`config.mk`:
```
export PLATFORM = sky130hd
export DESIGN_NAME = id_ex_hazard_latch
export DESIGN_NICKNAME = d
export VERILOG_FILES = /design/src/rtl/id_ex_hazard_latch.sv
export SDC_FILE = /design/constraint.sdc
export NUM_CORES = 1
export LEC_CHECK = 0
export CAP_MARGIN = 25
export CORE_MARGIN = 2
export CORE_UTILIZATION = 25
export CTS_BUF_LIST = sky130_fd_sc_hd__clkbuf_4 sky130_fd_sc_hd__clkbuf_8 sky130_fd_sc_hd__clkbuf_16
export CTS_CLUSTER_SIZE = 10
export DETAILED_ROUTE_END_ITERATION = 10
export GPL_TIMING_DRIVEN = 0
export MAX_ROUTING_LAYER = met4
export PLACE_DENSITY = 0.54
export RECOVER_POWER = 50
export SETUP_SLACK_MARGIN = 0.1
export SLEW_MARGIN = 15
export SYNTH_ARGS = -nofsm -noshare
export SYNTH_HDL_FRONTEND = slang
export SYNTH_SLANG_ARGS = --single-unit
```
`constraint.sdc`:
```
create_clock -name i_clock -period 2.4 [get_ports i_clock]
set_input_delay 0.48 -clock i_clock [delete_from_list [all_inputs] [get_ports i_clock]]
set_output_delay 0.48 -clock i_clock [all_outputs]
set_load 0.005 [all_outputs]
```
`src/rtl/id_ex_hazard_latch.sv`:
```
// ID/EX pipeline register with load-use hazard detection.
//
// Sits directly downstream of decode. Each rising edge it either holds
// (debug unit disabled), writes a bubble (branch flush or load-use stall),
// or captures the decoded ID instruction. A load-use stall also freezes
// PC and IF/ID for one cycle and bumps a stall counter for the debug unit.
//
// Front-end handshake: o_pc_write / o_if_id_write act as the "ready" back
// to the fetch side. When they are 0 the IF/ID instruction must be held
// and re-presented unchanged next cycle. When they are 1 the instruction
// currently on i_id_* is consumed at this edge (captured into EX, or
// squashed if i_flush is set). They are 0 whenever i_enable is 0 or a
// load-use stall is being inserted.
module id_ex_hazard_latch #(
    parameter int NB_DATA = 32,
    parameter int NB_REG  = 5,
    parameter int NB_CTRL = 12,
    parameter int NB_CNT  = 32
) (
    input  logic               i_clock,
    input  logic               i_reset,
    input  logic               i_enable,
    input  logic               i_flush,
    input  logic [NB_CTRL-1:0] i_id_ctrl,
    input  logic [NB_DATA-1:0] i_id_rs_data,
    input  logic [NB_DATA-1:0] i_id_rt_data,
    input  logic [NB_DATA-1:0] i_id_imm,
    input  logic [NB_DATA-1:0] i_id_pc,
    input  logic [NB_REG-1:0]  i_id_rs,
    input  logic [NB_REG-1:0]  i_id_rt,
    input  logic [NB_REG-1:0]  i_id_rd,
    input  logic               i_id_uses_rs,
    input  logic               i_id_uses_rt,
    output logic [NB_CTRL-1:0] o_ex_ctrl,
    output logic [NB_DATA-1:0] o_ex_rs_data,
    output logic [NB_DATA-1:0] o_ex_rt_data,
    output logic [NB_DATA-1:0] o_ex_imm,
    output logic [NB_DATA-1:0] o_ex_pc,
    output logic [NB_REG-1:0]  o_ex_rs,
    output logic [NB_REG-1:0]  o_ex_rt,
    output logic [NB_REG-1:0]  o_ex_rd,
    output logic               o_ex_valid,
    output logic               o_stall,
    output logic               o_pc_write,
    output logic               o_if_id_write,
    output logic [NB_CNT-1:0]  o_stall_count
);

    // Bit positions inside the packed control word.
    localparam int CTRL_MEM_READ = 1;

    // Per-edge update action, in decreasing priority (reset handled in the
    // register block itself since it overrides everything).
    localparam logic [1:0] ACT_HOLD  = 2'd0;
    localparam logic [1:0] ACT_FLUSH = 2'd1;
    localparam logic [1:0] ACT_STALL = 2'd2;
    localparam logic [1:0] ACT_LOAD  = 2'd3;

    localparam logic [NB_CNT-1:0] CNT_ONE = {{(NB_CNT-1){1'b0}}, 1'b1};

    // EX-stage registers and their next-state values.
    logic [NB_CTRL-1:0] ctrl_q,    ctrl_d;
    logic [NB_DATA-1:0] rs_data_q, rs_data_d;
    logic [NB_DATA-1:0] rt_data_q, rt_data_d;
    logic [NB_DATA-1:0] imm_q,     imm_d;
    logic [NB_DATA-1:0] pc_q,      pc_d;
    logic [NB_REG-1:0]  rs_q,      rs_d;
    logic [NB_REG-1:0]  rt_q,      rt_d;
    logic [NB_REG-1:0]  rd_q,      rd_d;
    logic               valid_q,   valid_d;
    logic [NB_CNT-1:0]  cnt_q,     cnt_d;

    logic       ex_is_load;
    logic       rs_hit;
    logic       rt_hit;
    logic       hazard;
    logic       stall;
    logic       front_write;
    logic [1:0] action;

    // Load-use detection against the instruction currently in EX. A load
    // into $0 or a bubble in EX can never create a dependency.
    always_comb begin
        ex_is_load  = valid_q & ctrl_q[CTRL_MEM_READ] & (rt_q != '0);
        rs_hit      = i_id_uses_rs & (i_id_rs == rt_q);
        rt_hit      = i_id_uses_rt & (i_id_rt == rt_q);
        hazard      = ex_is_load & (rs_hit | rt_hit);
        // A flush discards the dependent instruction anyway, and a disabled
        // pipeline is frozen, so neither reports a stall.
        stall       = hazard & ~i_flush & i_enable;
        front_write = i_enable & ~stall;
    end

    // Select the register update action for this edge.
    always_comb begin
        action = ACT_LOAD;
        if (!i_enable) begin
            action = ACT_HOLD;
        end else if (i_flush) begin
            action = ACT_FLUSH;
        end else if (hazard) begin
            action = ACT_STALL;
        end
    end

    // Next-state values for every EX register and the stall counter.
    always_comb begin
        ctrl_d    = ctrl_q;
        rs_data_d = rs_data_q;
        rt_data_d = rt_data_q;
        imm_d     = imm_q;
        pc_d      = pc_q;
        rs_d      = rs_q;
        rt_d      = rt_q;
        rd_d      = rd_q;
        valid_d   = valid_q;
        cnt_d     = cnt_q;
        case (action)
            ACT_FLUSH, ACT_STALL: begin
                // Bubble: everything cleared so no later stage can write and
                // the bubble itself cannot look like a load next cycle.
                ctrl_d    = '0;
                rs_data_d = '0;
                rt_data_d = '0;
                imm_d     = '0;
                pc_d      = '0;
                rs_d      = '0;
                rt_d      = '0;
                rd_d      = '0;
                valid_d   = 1'b0;
                if (action == ACT_STALL) begin
                    cnt_d = cnt_q + CNT_ONE;
                end
            end
            ACT_LOAD: begin
                ctrl_d    = i_id_ctrl;
                rs_data_d = i_id_rs_data;
                rt_data_d = i_id_rt_data;
                imm_d     = i_id_imm;
                pc_d      = i_id_pc;
                rs_d      = i_id_rs;
                rt_d      = i_id_rt;
                rd_d      = i_id_rd;
                valid_d   = 1'b1;
            end
            default: begin
                // ACT_HOLD: keep every register as it is.
            end
        endcase
    end

    // State registers with synchronous active-low reset.
    always_ff @(posedge i_clock) begin
        if (!i_reset) begin
            ctrl_q    <= '0;
            rs_data_q <= '0;
            rt_data_q <= '0;
            imm_q     <= '0;
            pc_q      <= '0;
            rs_q      <= '0;
            rt_q      <= '0;
            rd_q      <= '0;
            valid_q   <= 1'b0;
            cnt_q     <= '0;
        end else begin
            ctrl_q    <= ctrl_d;
            rs_data_q <= rs_data_d;
            rt_data_q <= rt_data_d;
            imm_q     <= imm_d;
            pc_q      <= pc_d;
            rs_q      <= rs_d;
            rt_q      <= rt_d;
            rd_q      <= rd_d;
            valid_q   <= valid_d;
            cnt_q     <= cnt_d;
        end
    end

    assign o_ex_ctrl     = ctrl_q;
    assign o_ex_rs_data  = rs_data_q;
    assign o_ex_rt_data  = rt_data_q;
    assign o_ex_imm      = imm_q;
    assign o_ex_pc       = pc_q;
    assign o_ex_rs       = rs_q;
    assign o_ex_rt       = rt_q;
    assign o_ex_rd       = rd_q;
    assign o_ex_valid    = valid_q;
    assign o_stall       = stall;
    assign o_pc_write    = front_write;
    assign o_if_id_write = front_write;
    assign o_stall_count = cnt_q;

endmodule

```
Word-level counts from Yosys, hierarchy flattened
Cells that the tools add are included.
{ "word_totals": {"reg_bits": 188, "latchBits": 0, "ram_bits": 0, "rom_bits": 0, "output_inout_bits": 191, "elab_cells": 43, "n_memories": 0} }
{ "op_classes": {"addsub": 1, "mul": 0, "n_div": 0, "n_lt_le_gt_ge": 0, "eq_ne": 5, "n_shift": 0, "muxes": 12, "n_bitwise": 11, "reduce_logical": 4} }
{ "ops": {"columns": ["cell", "count"], "rows": [
  ["one-hot mux 32 bit (2 select lines)", 4],
  ["adder 32 x 1 -> 32 bit, second input constant", 1],
  ["one-hot mux 5 bit (2 select lines)", 3],
  ["one-hot mux 12 bit (2 select lines)", 1],
  ["== test 5 bit", 2],
  ["AND 1 bit", 8],
  ["nonzero test 5 bit", 1],
  ["== test 2 bit, second input constant", 2],
  ["two-way mux 2 bit", 2],
  ["== test 2 x 1 -> 1 bit, second input constant", 1],
  ["inverter 1 bit", 2],
  ["one-hot mux 1 bit (2 select lines)", 1],
  ["AND reduction 2 bit", 1],
  ["nonzero test 2 bit", 1],
  ["OR reduction 2 bit", 1],
  ["two-way mux 1 bit", 1],
  ["bitwise OR 1 bit", 1]
]} }

Logic depth before layout (Yosys ltp)
{ "logic_depth": {"ltp_word": 10, "mapped_depth": 7} }

Worst setup path after synthesis
OpenSTA, ideal clock, no wires.
{ "synth_path": {"path_kind": "reg-to-reg", "from": "register cnt_q[3] (netlist: o_stall_count[3])", "to": "register cnt_q[31] (netlist: o_stall_count[31])", "arrival_ns": 2.022, "required_time_ns": 2.329, "setup_slack_ns": 0.307, "path_stages_with_launch": 6, "period_less_slack_ns": 2.093, "path_cell_list": "dfxtp_1 > nand4_2 > or3b_4 > or4_4 > or4_1 > a21oi_1"} }
{ "synth_between": {"elab_chain_cells": 1} }
{ "synth_rtl": {"columns": ["element", "line", "text"], "rows": [
  ["start: declaration", "71", "logic [NB_CNT-1:0] cnt_q, cnt_d;"],
  ["start signal: assignment", "175", "cnt_q <= cnt_d;"],
  ["adder 32 x 1 -> 32 bit", "132", "cnt_d = cnt_q + CNT_ONE;"]
]} }
No other way between the ends.
A chain may end at the register's enable or synchronous reset.

Worst setup path after layout
{ "layout_path": {"from": "register rt_q[1] (netlist: o_ex_rt[1])", "to": "output o_stall"} }
{ "layout_between": {"elab_chain_cells": 6, "elab_cells_between_ends": 10} }
{ "layout_rtl": {"columns": ["element", "line", "text"], "rows": [
  ["start: declaration", "68", "logic [NB_REG-1:0] rt_q, rt_d;"],
  ["start signal: assignment", "172", "rt_q <= rt_d;"],
  ["== test 5 bit (on tied branches)", "85, 86", null],
  ["AND 1 bit (on tied branches)", "85, 86", null],
  ["bitwise OR 1 bit", "87", "hazard = ex_is_load & (rs_hit | rt_hit);"],
  ["AND 1 bit (*)", "87", null],
  ["AND 1 bit (*) (2 in series)", "90", "stall = hazard & ~i_flush & i_enable;"],
  ["end: declaration", "43", "output logic o_stall,"]
]} }
Mark *: on every way between the ends. The rest lies on a longest branch, timed or not.

==> results.md <==
* Setup crit end kind: output port
* Commonest non-fill, non-tap cell in the layout: dfxtp_1
* Fin Setup TNS at 0 ps
* Global-route wire length before repair at around 37 mm
* Die W at ~170 um
* GR peak layer: met2
* Final setup fails at 0
* CTS Buf Count at 17
* Post-Syn Nets at 734
* Worst-Skew Late Latency at 430 ps
* Area leader, netlist: dfxtp_1
* Final net count at between 1,000 and 1,500
* Register bit count reported by yosys at approximately 190
* Number of H-tree levels at 4
* DRT Pass-1 Iters at 5
* Die height at about 170 um
* Io pins at around 350
* Initial antenna violation count at 0
* Post-DP HPWL at between 15 and 20 mm
* Remaining DRCs at 0
* 1st-iter DRT viols at about 300
* Most frequent cells in the layout: 181 x dfxtp_1, 170 x clkdlybuf4s50_1, 168 x dlygate4sd3_1, 155 x a22o_1, 29 x a21oi_1
* Top-area cell type share of the netlist area at between 50% and 60%
* Clock Root Buffer: clkbuf_16
* Status: finished, final reports clean
* Mapped Cells at roughly 570
* Critical path class: reg2out
* Vias/cell at between 4 and 5
* DRT Wirelength at around 25 mm
* GRT Util Overall at around 18%
* Slowest cell on crit path: dfxtp_4
* Cell Pwr Density at about 600 nW/um^2
* Maximum fanout along the worst path at 5
* Fin crit period at 2366 ps
* Final Hold Fails at 0
* Routing usage on met3 at 5.445%
* # rows at between 50 and 60
* Finished Cell Area at 11,430 sq um
* Fraction of layout cells with a size suffix above 1 at ~14%
* Area of the core at about 26,000 sq um
* GR Layer Usage met2 at 28.98%
* Via count at between 6,000 and 7,000
* Routability Congestion at approximately 0.8
* Min-Delay Path Class: in2reg
* Vias in the first global route at ~6,000
* Maximum clock frequency at 422.6 MHz
* Ys Warns at 0
* Post-DR wirelength/cell at between 15 and 20 um
* Max Slew Vio Count at 0
* Post-synth EDFFs at 0
* Req. time, crit path at ~1900 ps
* Port-buffer cells at 351
* Worst-path cell chain: xnor2_2, nand4_1, o22a_2, buf_8, clkbuf_16, nor2_4, buf_2
* Antenna Nets Post-Route at 0
* Clock Skews at approximately 16 ps
* Overflow after GRT at 0
* Max_cap viols at 0
* Cell Area, Placed at approximately 10,000 sq um
* Diodes inserted at 0
* Worst Tran Pin Value at 550.0 ps
* Layout area overhead at 75.44%
* # clock sinks at 188
* Pin count of the biggest net entering global routing at 19
* Asr flop ratio synth at 0%
* Syn avg cell area at roughly 11 sq um
* Register area share after synthesis at between 50% and 60%
* Clock-pin slew on the worst setup and hold paths at about 80 ps
* Fin crit share at a little under 100%
* Setup crit start kind: flop
* Count of different cell masters after synthesis at 41
* Leak Pwr at 4.740 nW
* Synth area leaders: dfxtp_1 58%, a22o_1 21%, a21oi_1 2.5%
* RSZ-0062 raised after global routing: true
* Initial Util at roughly a quarter
* Worst VDD drop at 353.5 uV
* Max clock buf depth at 2
* CP peak stage delay at around 400 ps
* Fillers at about 2,500
* Predominant post-synthesis flop cell: dfxtp_1
* Met1 GRT Util at around a quarter
* Syn Std Cell Area at around 6500 sq um
* CTS tree: yes
* Pre-CTS setup slack at -1104 ps
* Die area at between 20,000 and 30,000 sq um
* Crit path DAT at between 1500 and 2000 ps
* Final worst slack at around 34 ps
* Relative slew slack at a little under two thirds
cell usage after synthesis (all sizes together) (6+ instances only):
library cell,n
dfxtp,188
a22o,155
a21oi,32
clkbuf,29
or4,20
o31ai,19
buf,18
nand2,17
nand3,12
nand4,10
xnor2,10
o41ai,8
inv,7
and3,6
or4b,6
layer usage:
layer / wire [um] / up-vias
li1: - / 3023
met4: 234 / 0
met2: 12350 / 237
met1: 10850 / 2988
met3: 1775 / 14
met5: 0 / -
cell type report:
type,count,area (sq um),area share [%]
plain buffers,48,365.4,3.196
well taps,335,419.2,3.667
inverters,7,26.28,0.2299
multi-input cells,329,2658,23.25
clock buffers,17,425.4,3.722
flip-flops and latches,188,3785,33.11
clock inverters,14,128.9,1.128
repair buffers,367,3622,31.69
path summary, 6_finish.rpt:
| kind | cells past startpoint | endpoint | slack, ps | start |
|---|---|---|---|---|
| max | 7 | o_stall | 30 | o_ex_rt[1] |
| min | 2 | o_ex_rs[1] | 370 | i_id_rs[1] |
| max reg2reg | 5 | o_stall_count[31] | 130 | o_stall_count[10] |
| min reg2reg | 1 | o_ex_rs_data[22] | 470 | o_ex_rs_data[22] |
cells by family after synthesis:
group / after synthesis / synth area share, %
AOI/OAI and AO/OA: 225 / 27.92
DFF: 188 / 57.77
and+or+nand+nor: 93 / 9.026
buffers and inverters: 55 / 3.745
xor gates and xnor gates: 10 / 1.344
adders and majority gates: 1 / 0.1920
report_power, final:
group	total (mW)	internal, mW	switching (mW)
logic	0.758	0.485	0.273
registers	3.28	3.22	0.0596
clock network	2.76	1.37	1.39
total	6.79	5.07	1.72
what timing repair did:
action                     4_1_cts  5_1_grt
setup endpoints to repair      190      172
gates cloned                     1        0
hold buffers                     0        0
pin swaps                       13        9
setup buffers                   11        4
resized for setup               58      104
worst max-delay path: cells and delay by family (launching register included):
kind,cells,cell delay (ps)
buf+inv,3,380
xor+xnor,1,110
compound gates,1,310
flops,1,400
simple gates,2,250
registers in the layout, indices dropped and copies added, names as in the netlist:
register       cells
o_ex_valid         1
o_ex_rt            5
o_ex_ctrl         12
o_ex_rd            5
o_ex_imm          32
o_ex_rs_data      32
o_stall_count     32
o_ex_rt_data      32
o_ex_pc           32
o_ex_rs            5
per-stage QoR:
stage | power [mW] | hold WS, ps | cells | utilization (%)
after floorplan | 3.540 | 468.2 | 572 | -
after global placement | 4.107 | 460.4 | 1258 | 40.44
after detailed placement | 4.108 | 462.6 | 1258 | 40.44
after CTS | 6.919 | 419.7 | 1301 | 43.41
after global routing | 7.060 | 367.9 | 1305 | 44.24
final | 6.793 | 374.0 | 1305 | 44.24
Note: power is estimated with default switching activity, not from simulation.
